### config.mk
export PLATFORM = sky130hd
export DESIGN_NAME = l1_rd_arbiter_flat
export DESIGN_NICKNAME = d
export VERILOG_FILES = /design/src/rtl/l1_rd_arbiter_pkg.sv /design/src/rtl/l1_rd_arbiter_if.sv /design/src/rtl/l1_rd_arbiter_rr_pick.sv /design/src/rtl/l1_rd_arbiter.sv /design/src/flat_wrapper.sv
export SDC_FILE = /design/constraint.sdc
export NUM_CORES = 1
export LEC_CHECK = 0
export ABC_AREA = 0
export BUFFER_PORTS_ARGS = -buffer_cell sky130_fd_sc_hd__buf_2
export CORE_MARGIN = 10
export CORE_UTILIZATION = 39
export CTS_BUF_LIST = sky130_fd_sc_hd__clkbuf_2
export DETAILED_ROUTE_END_ITERATION = 10
export PLACE_DENSITY = 0.88
export SLEW_MARGIN = 40
export SYNTH_ARGS = -nofsm -noshare
export SYNTH_HDL_FRONTEND = slang
export SYNTH_SLANG_ARGS = --single-unit
### constraint.sdc
create_clock -name clk -period 2.1 [get_ports clk]
set_clock_uncertainty 0.1 [all_clocks]
set_input_delay 0.42 -clock clk [delete_from_list [all_inputs] [get_ports clk]]
set_output_delay 0.42 -clock clk [all_outputs]
set_load 0.02 [all_outputs]
### src/rtl/l1_rd_arbiter_pkg.sv
// l1_rd_arbiter_pkg: shared FSM encodings and AXI burst type constants for the L1 read arbiter.
package l1_rd_arbiter_pkg;
  localparam logic [1:0] ARB_IDLE = 2'd0;
  localparam logic [1:0] ARB_ADDR = 2'd1;
  localparam logic [1:0] ARB_DATA = 2'd2;
  localparam logic [1:0] BURST_FIXED = 2'd0;
  localparam logic [1:0] BURST_INCR  = 2'd1;
  localparam logic [1:0] BURST_WRAP  = 2'd2;
endpackage

### src/rtl/l1_rd_arbiter_if.sv
// l1_rd_arbiter_if: L1-side read request/response channels plus the shared L2 read port.
interface l1_rd_arbiter_if #(parameter int MST = 2, parameter int AW = 32, parameter int DW = 64);
  logic [MST*AW-1:0] m_araddr;
  logic [MST*8-1:0]  m_arlen;
  logic [MST*2-1:0]  m_arburst;
  logic [MST-1:0]    m_arvalid;
  logic [MST-1:0]    m_arready;
  logic [DW-1:0]     m_rdata;
  logic [1:0]        m_rresp;
  logic              m_rlast;
  logic [MST-1:0]    m_rvalid;
  logic [MST-1:0]    m_rready;
  logic [AW-1:0]     l2_araddr;
  logic [7:0]        l2_arlen;
  logic [1:0]        l2_arburst;
  logic              l2_arvalid;
  logic              l2_arready;
  logic [DW-1:0]     l2_rdata;
  logic [1:0]        l2_rresp;
  logic              l2_rlast;
  logic              l2_rvalid;
  logic              l2_rready;
  modport slave (
    input  m_araddr, m_arlen, m_arburst, m_arvalid, m_rready,
           l2_arready, l2_rdata, l2_rresp, l2_rlast, l2_rvalid,
    output m_arready, m_rdata, m_rresp, m_rlast, m_rvalid,
           l2_araddr, l2_arlen, l2_arburst, l2_arvalid, l2_rready
  );
  modport master (
    output m_araddr, m_arlen, m_arburst, m_arvalid, m_rready,
           l2_arready, l2_rdata, l2_rresp, l2_rlast, l2_rvalid,
    input  m_arready, m_rdata, m_rresp, m_rlast, m_rvalid,
           l2_araddr, l2_arlen, l2_arburst, l2_arvalid, l2_rready
  );
endinterface

### src/rtl/l1_rd_arbiter_rr_pick.sv
// l1_rd_arbiter_rr_pick: one-hot grant to the first requester at or after ptr, wrapping.
module l1_rd_arbiter_rr_pick #(parameter int N = 2, parameter int PW = 1) (
  input  logic [N-1:0]  req,
  input  logic [PW-1:0] ptr,
  output logic [N-1:0]  grant
);
  logic [N-1:0] rot, first;
  always_comb begin
    rot = N'({req, req} >> ptr);
    first = rot & (~rot + N'(1));
    grant = N'({first, first} >> (N - int'(ptr)));
  end
endmodule

### src/rtl/l1_rd_arbiter.sv
// l1_rd_arbiter: non-preemptive burst arbiter of MST L1 refill masters onto one L2 read port.
// Define RD_ARB_FIXED_PRIO_EN for fixed lowest-index priority instead of round-robin.
module l1_rd_arbiter
  import l1_rd_arbiter_pkg::*;
#(
  parameter int MST = 2,
  parameter int AW  = 32
) (
  input logic clk,
  input logic rst,
  l1_rd_arbiter_if.slave bus
);
  localparam int PW = MST > 1 ? $clog2(MST) : 1;
  logic [1:0]     state;
  logic [PW-1:0]  owner, ptr, win;
  logic [MST-1:0] grant;
  logic           done;
  l1_rd_arbiter_rr_pick #(.N(MST), .PW(PW)) u_pick (.req(bus.m_arvalid), .ptr(ptr), .grant(grant));
  always_comb begin
    win = '0;
    for (int i = 0; i < MST; i++) win = grant[i] ? PW'(i) : win;
    bus.m_arready = (state == ARB_IDLE) ? grant : '0;
    bus.m_rvalid = (state == ARB_DATA && bus.l2_rvalid) ? MST'(1) << owner : '0;
    bus.l2_rready = (state == ARB_DATA) && bus.m_rready[owner];
    bus.l2_arvalid = (state == ARB_ADDR);
    bus.m_rdata = bus.l2_rdata;
    bus.m_rresp = bus.l2_rresp;
    bus.m_rlast = bus.l2_rlast;
    done = bus.l2_rvalid && bus.l2_rready && bus.l2_rlast;
  end
`ifdef RD_ARB_FIXED_PRIO_EN
  assign ptr = '0;
`else
  always_ff @(posedge clk or posedge rst)
    if (rst) ptr <= '0;
    else if (done) ptr <= (owner == PW'(MST - 1)) ? '0 : owner + PW'(1);
`endif
  always_ff @(posedge clk or posedge rst) begin
    if (rst) begin
      state <= ARB_IDLE;
      owner <= '0;
      bus.l2_araddr <= '0;
      bus.l2_arlen <= '0;
      bus.l2_arburst <= '0;
    end else if (state == ARB_IDLE && |bus.m_arvalid) begin
      state <= ARB_ADDR;
      owner <= win;
      bus.l2_araddr <= bus.m_araddr[AW*win +: AW];
      bus.l2_arlen <= bus.m_arlen[8*win +: 8];
      bus.l2_arburst <= bus.m_arburst[2*win +: 2];
    end else if (state == ARB_ADDR && bus.l2_arready) begin
      state <= ARB_DATA;
    end else if (state == ARB_DATA && done) begin
      state <= ARB_IDLE;
    end
  end
endmodule

### src/flat_wrapper.sv
// flat-port wrapper written by rule: the top's interface ports become plain ports
module l1_rd_arbiter_flat import l1_rd_arbiter_pkg::*;
#(
  parameter int MST = 2,
  parameter int AW  = 32
)
  (clk, rst, bus_m_araddr, bus_m_arlen, bus_m_arburst, bus_m_arvalid, bus_m_rready, bus_l2_arready, bus_l2_rdata, bus_l2_rresp, bus_l2_rlast, bus_l2_rvalid, bus_m_arready, bus_m_rdata, bus_m_rresp, bus_m_rlast, bus_m_rvalid, bus_l2_araddr, bus_l2_arlen, bus_l2_arburst, bus_l2_arvalid, bus_l2_rready);
  l1_rd_arbiter_if #(.MST(MST), .AW(AW), .DW(64)) bus_i ();
  input logic clk;
  input logic rst;
  input wire logic [$bits(bus_i.m_araddr)-1:0] bus_m_araddr;
  input wire logic [$bits(bus_i.m_arlen)-1:0] bus_m_arlen;
  input wire logic [$bits(bus_i.m_arburst)-1:0] bus_m_arburst;
  input wire logic [$bits(bus_i.m_arvalid)-1:0] bus_m_arvalid;
  input wire logic [$bits(bus_i.m_rready)-1:0] bus_m_rready;
  input wire logic [$bits(bus_i.l2_arready)-1:0] bus_l2_arready;
  input wire logic [$bits(bus_i.l2_rdata)-1:0] bus_l2_rdata;
  input wire logic [$bits(bus_i.l2_rresp)-1:0] bus_l2_rresp;
  input wire logic [$bits(bus_i.l2_rlast)-1:0] bus_l2_rlast;
  input wire logic [$bits(bus_i.l2_rvalid)-1:0] bus_l2_rvalid;
  output wire logic [$bits(bus_i.m_arready)-1:0] bus_m_arready;
  output wire logic [$bits(bus_i.m_rdata)-1:0] bus_m_rdata;
  output wire logic [$bits(bus_i.m_rresp)-1:0] bus_m_rresp;
  output wire logic [$bits(bus_i.m_rlast)-1:0] bus_m_rlast;
  output wire logic [$bits(bus_i.m_rvalid)-1:0] bus_m_rvalid;
  output wire logic [$bits(bus_i.l2_araddr)-1:0] bus_l2_araddr;
  output wire logic [$bits(bus_i.l2_arlen)-1:0] bus_l2_arlen;
  output wire logic [$bits(bus_i.l2_arburst)-1:0] bus_l2_arburst;
  output wire logic [$bits(bus_i.l2_arvalid)-1:0] bus_l2_arvalid;
  output wire logic [$bits(bus_i.l2_rready)-1:0] bus_l2_rready;
  assign bus_i.m_araddr = bus_m_araddr;
  assign bus_i.m_arlen = bus_m_arlen;
  assign bus_i.m_arburst = bus_m_arburst;
  assign bus_i.m_arvalid = bus_m_arvalid;
  assign bus_i.m_rready = bus_m_rready;
  assign bus_i.l2_arready = bus_l2_arready;
  assign bus_i.l2_rdata = bus_l2_rdata;
  assign bus_i.l2_rresp = bus_l2_rresp;
  assign bus_i.l2_rlast = bus_l2_rlast;
  assign bus_i.l2_rvalid = bus_l2_rvalid;
  assign bus_m_arready = bus_i.m_arready;
  assign bus_m_rdata = bus_i.m_rdata;
  assign bus_m_rresp = bus_i.m_rresp;
  assign bus_m_rlast = bus_i.m_rlast;
  assign bus_m_rvalid = bus_i.m_rvalid;
  assign bus_l2_araddr = bus_i.l2_araddr;
  assign bus_l2_arlen = bus_i.l2_arlen;
  assign bus_l2_arburst = bus_i.l2_arburst;
  assign bus_l2_arvalid = bus_i.l2_arvalid;
  assign bus_l2_rready = bus_i.l2_rready;
  l1_rd_arbiter #(.MST(MST), .AW(AW)) u_core (.clk(clk), .rst(rst), .bus(bus_i));
endmodule
== Word-level counts from Yosys, hierarchy flattened ==
Cells that the tools add are included.
Storage, ports and cells
  input port bits: 159
  output and inout port bits: 115
  register bits after elaboration: 46
Cells by class
  $add $sub $neg: 3
  eq/ne operators: 2
  bitwise logic cells: 2
  reduce and logical (&&, ||, !) cells: 10
  shift operators: 6
  mux-type cells: 9
  magnitude comparators: 1
Operator list (count)
  64-bit by 7-bit indexed part select with 32-bit output: 1
  4-bit by 32-bit right shift with 2-bit output: 1
  16-bit by 5-bit indexed part select with 8-bit output: 1
  2-bit two-way mux: 5
  1-bit logical AND: 7
  1-bit two-way mux: 4
  4-bit by 3-bit indexed part select with 2-bit output: 1
  4-bit by 1-bit right shift with 2-bit output: 1
  3-bit nonzero test: 1
  2-bit by 1-bit subtractor with 3-bit output, first input constant: 1
  2-bit by 1-bit adder with 2-bit output, second input constant: 1
  2-bit AND: 1
  2-bit by 1-bit == test with 1-bit output, second input constant: 1
  2-bit == test, second input constant: 1
  2-bit logical NOT: 1
  1-bit by 2-bit < comparator with 1-bit output, second input constant: 1
  2-bit inverter: 1
  2-bit OR reduction: 1
  1-bit by 1-bit << shifter with 2-bit output, first input constant: 1
  1-bit adder, second input constant: 1

== Longest topological paths before layout ==
  depth in word-level cells: 9
  gate-level depth with buffers: 7
  gate-level depth less buffers: 3

== Modules after synthesis ==
Synthesis repeated with hierarchy kept, for this count alone.
Unflattened totals
  cells, all modules: 232
  area total of the unflattened synthesis: 3051.7 um^2
Modules (own cells, without submodules)
  l1_rd_arbiter: instances 1, area an instance 3032.9 um^2, cells each 229
  l1_rd_arbiter_rr_pick: instances 1, area an instance 18.8 um^2, cells each 3

== Worst setup path before layout ==
Ideal clock, no wire load.
  kind: register to output
  start: register u_core.state[1]
  end: output bus_m_arready[0]
  cell stages (with the launch flop): 4
  path buffers: 1
  required time: 1580 ps
  arrival time: 1257 ps
  path slack: 323 ps
  cells stage by stage: dfrtp_1 -> nor2_2 -> clkbuf_1 -> and3_1
On the way
  cells in the longest elaborated chain, start to end: 2
RTL lines
  start, declared: line l1_rd_arbiter.sv:14  | logic [1:0] state;
  start signal, assigned: line l1_rd_arbiter.sv:40  | state <= ARB_IDLE;
  start signal, assigned: line l1_rd_arbiter.sv:46  | state <= ARB_ADDR;
  start signal, assigned: line l1_rd_arbiter.sv:52  | state <= ARB_DATA;
  2-bit logical NOT: line l1_rd_arbiter.sv:22  | bus.m_arready = (state == ARB_IDLE) ? grant : '0;
  2-bit two-way mux: line l1_rd_arbiter.sv:22
  end, declared: line flat_wrapper.sv:21  | output wire logic [$bits(bus_i.m_arready)-1:0] bus_m_arready;
No other way between the ends.

== Worst setup path in the final report ==
  start: register u_core.owner
  end: output bus_l2_rready
On the way
  cells in the longest elaborated chain, start to end: 3
RTL lines
  start, declared: line l1_rd_arbiter.sv:15  | logic [PW-1:0] owner, ptr, win;
  start signal, assigned: line l1_rd_arbiter.sv:47  | owner <= win;
  1-bit two-way mux (implied by the code) (2 in a row): line l1_rd_arbiter.sv:24  | bus.l2_rready = (state == ARB_DATA) && bus.m_rready[owner];
  1-bit logical AND: line l1_rd_arbiter.sv:24
  end, declared: line flat_wrapper.sv:30  | output wire logic [$bits(bus_i.l2_rready)-1:0] bus_l2_rready;
No other way between the ends. The select of a mux whose other input is x is not followed.

==> results.md <==
- Status: finished clean
- Finished Layout Cells: slightly above 500
- Period minus WS final: 1.983 ns
- CP arrival: 1.46 ns
- Area grow syn2layout: 12.48%
- Slew @ Worst Pin: ~0.69 ns
- Switch share: 46.96%
- Pin count of the biggest net entering global routing: 43
- Max Root-Sink Buffers: 2
- Die Span X: 109.6 µm
- Slew margin rel.: 53.74%
- Clock insertion delay at the later pin of the skew report: 0.40 ns
- GR Overflow Total: 0
- DP Wirelength: 8.053 mm
- Logic pwr share: 55.6%
- # fillers: 760
- Pre-antenna DRT Iters: 4
- Global-route wire length before repair: 15.43 mm
- Vias in the first global route: 2,850
- Critical path capture point type: output port
- R2R depth: 3
- Number of flops mapped to enable cells by yosys: 0
- Setup violations, final: 0
- Async set-reset flop share out of synthesis: 100.0%
- Mapped Avg Cell Area: 9.146 µm²
- Crit Path Max Fanout: 5
- FP Rows: 32
- Max-slew violations: 0
- Core footprint: roughly 0.0078 mm²
- Power Density: 1348 mW/mm²
- Post-DR wirelength/cell: 20.40 µm
- DRC Markers: 0
- GPL Wtd Cong: 0.8169
- Clock Power Share: 10.5%
- CTS H-Tree Depth: 2
- Die H: 109.6 µm
- Port buffer count: 141
- Sequential power share: about a third
- Fin Setup TNS: 0 ns
- Worst hold stages: 3
- Critical Path Source Type: flop
- Yosys warnings: 0
- Register bit total from synthesis: 46
- F_max: between 500 and 600 MHz
- # IOs: 274
- Hold Fails Final Rpt: 0
- Clock transition at path regs: 0.25 ns
- Top cells by area, synth: dfrtp_1, buf_4, a31oi_2
- Primary FF master, synth: dfrtp_1
- Vias: 2,851
- Synthesized instance count: 342
- CTS Buf Count: 5
- Worst R2R Setup Slack: 0.39 ns
- Max VDD drop: 0.3765 mV
- Final period util: 94.45%
- RSZ-0062 raised after global routing: false
- Die footprint: 0.01200 mm²
- CTS root buffer: clkbuf_2
- Leak pwr: 1.520 nW
- Synth top area share: a little under two fifths
- Final wirelength: roughly 10 mm
- Initial antenna violation count: 1
- Worst Hold Class: in2reg
- Leading area contributor after synthesis: dfrtp_1
- Initial Util: 40.27%
- Share of cells above drive strength 1: 52.33%
- GRT Overall Usage: 16.27%
- Synthesized Nets: 501
- Psw: approximately 0.0022 W
- Post-DRT Antenna Nets: 0
- Synth Cell Area: approximately 0.0031 mm²
- Post-synthesis cell type count: 24
- Kind of critical path: reg2out
- Inst Count DP: 498
- CTS tree: done
- Pre-CTS setup slack: around 0.32 ns
- Nets@finish: 565
- DR vias/cell: 5.590
- Seq/Total Area, Yosys: 36.80%
- Critical Path RT: 1.58 ns
- Int Power: about 0.0025 W
- Initial DRC Count: 125
- CTS Sinks: 46
- Max-cap violations: 0
- Final setup margin: 0.1165 ns
==> sequential cells by signal, indices dropped and copies added, names as in the netlist <==
signal	cells
u_core.bus.l2_arlen	8
u_core.ptr	1
u_core.state	2
u_core.owner	1
u_core.bus.l2_araddr	32
u_core.bus.l2_arburst	2
==> synth_stat cells, types with 2 or more instances <==
cell and n:
a31oi_1 2, nand2_1 5, buf_4 67, a21oi_1 43
a31oi_2 40, nor2b_1 4, dfrtp_1 46, clkbuf_1 24
buf_6 6, nor2_1 2, buf_2 2, and3_1 3
inv_1 3, o21ai_0 44, nand3_1 42
==> power by group through the flow <==
stage	Combinational, W	Clock, W	Sequential [W]
2_1_floorplan	0.00149	0	0.00208
3_3_place_gp	0.00254	0	0.00159
3_5_place_dp	0.00264	0	0.00162
4_1_cts	0.00264	0.000520	0.00160
5_1_grt	0.00288	0.000552	0.00167
6_report	0.00264	0.000498	0.00161
==> cells in the final DEF (no fill, tap or decap), types with 2 or more instances in the layout <==
cell type	count
nand2_1	5
clkbuf_2	6
nand3_1	42
nor2_1	2
a31oi_1	2
buf_12	2
a31oi_2	40
nor2b_1	3
buf_4	12
and3_1	3
dfrtp_2	3
a21oi_1	43
dfrtp_1	43
inv_1	2
buf_2	141
o21ai_0	44
==> kinds of logic after synthesis <==
group,after synthesis,share of synthesized area (%)
compound gates,131,30.80
buf+inv,102,21.80
simple gates,62,10.28
flops,46,36.80
mux,1,0.3200
==> layer usage <==
layer / GRT usage [%] / wire length (µm)
met3: 5.734 / 1278
met1: 18.01 / 3569
met5: 0 / 0
met2: 28.19 / 5350
met4: 5.948 / 207
==> through the flow <==
step	instance area [µm²]	utilization [%]	total power, W	hold slack (ns)
6_report	3518	45.30	0.004742	0.1411
5_1_grt	3518	45.30	0.005100	0.09678
4_1_cts	3493	44.97	0.004763	0.1120
3_5_place_dp	3416	43.98	0.004265	0.4138
3_3_place_gp	3416	43.98	0.004130	0.3915
2_1_floorplan	3128	-	0.003567	0.4073
==> timing repair <==
action,CTS,global route
buffers inserted,0,2
hold endpoints to repair,23,0
setup endpoints to repair,0,4
hold buffers,1,0
resized for setup,0,4
==> layout make-up <==
type                    count  area, µm²  share of cell area, %
inverters                   3      11.26                 0.3201
clock buffers               6      30.03                 0.8535
diodes                      1      2.502                0.07112
well taps                 102      127.6                  3.627
flip-flops and latches     46       1155                  32.82
clock inverters             2      37.54                  1.067
repair buffers            156      845.8                  24.04
multi-input cells         194       1309                  37.20
==> final timing paths <==
check                                 startpoint                       end
worst min-delay path            bus_m_araddr[47]  u_core.bus.l2_araddr[15]
max in group asynchronous                    rst    u_core.bus.l2_arlen[3]
worst max register to register   u_core.state[1]  u_core.bus.l2_araddr[23]
min in group asynchronous                    rst   u_core.bus.l2_araddr[5]
worst min register to register      u_core.owner                u_core.ptr
worst max-delay path                u_core.owner             bus_l2_rready
==> worst max-delay path, cell delays in order, from the launching register on <==
cell	delay [ns]
dfrtp_2	0.48
mux2i_2	0.34
nor2b_1	0.07
buf_2	0.16
Power figures use the tool's default switching activity.
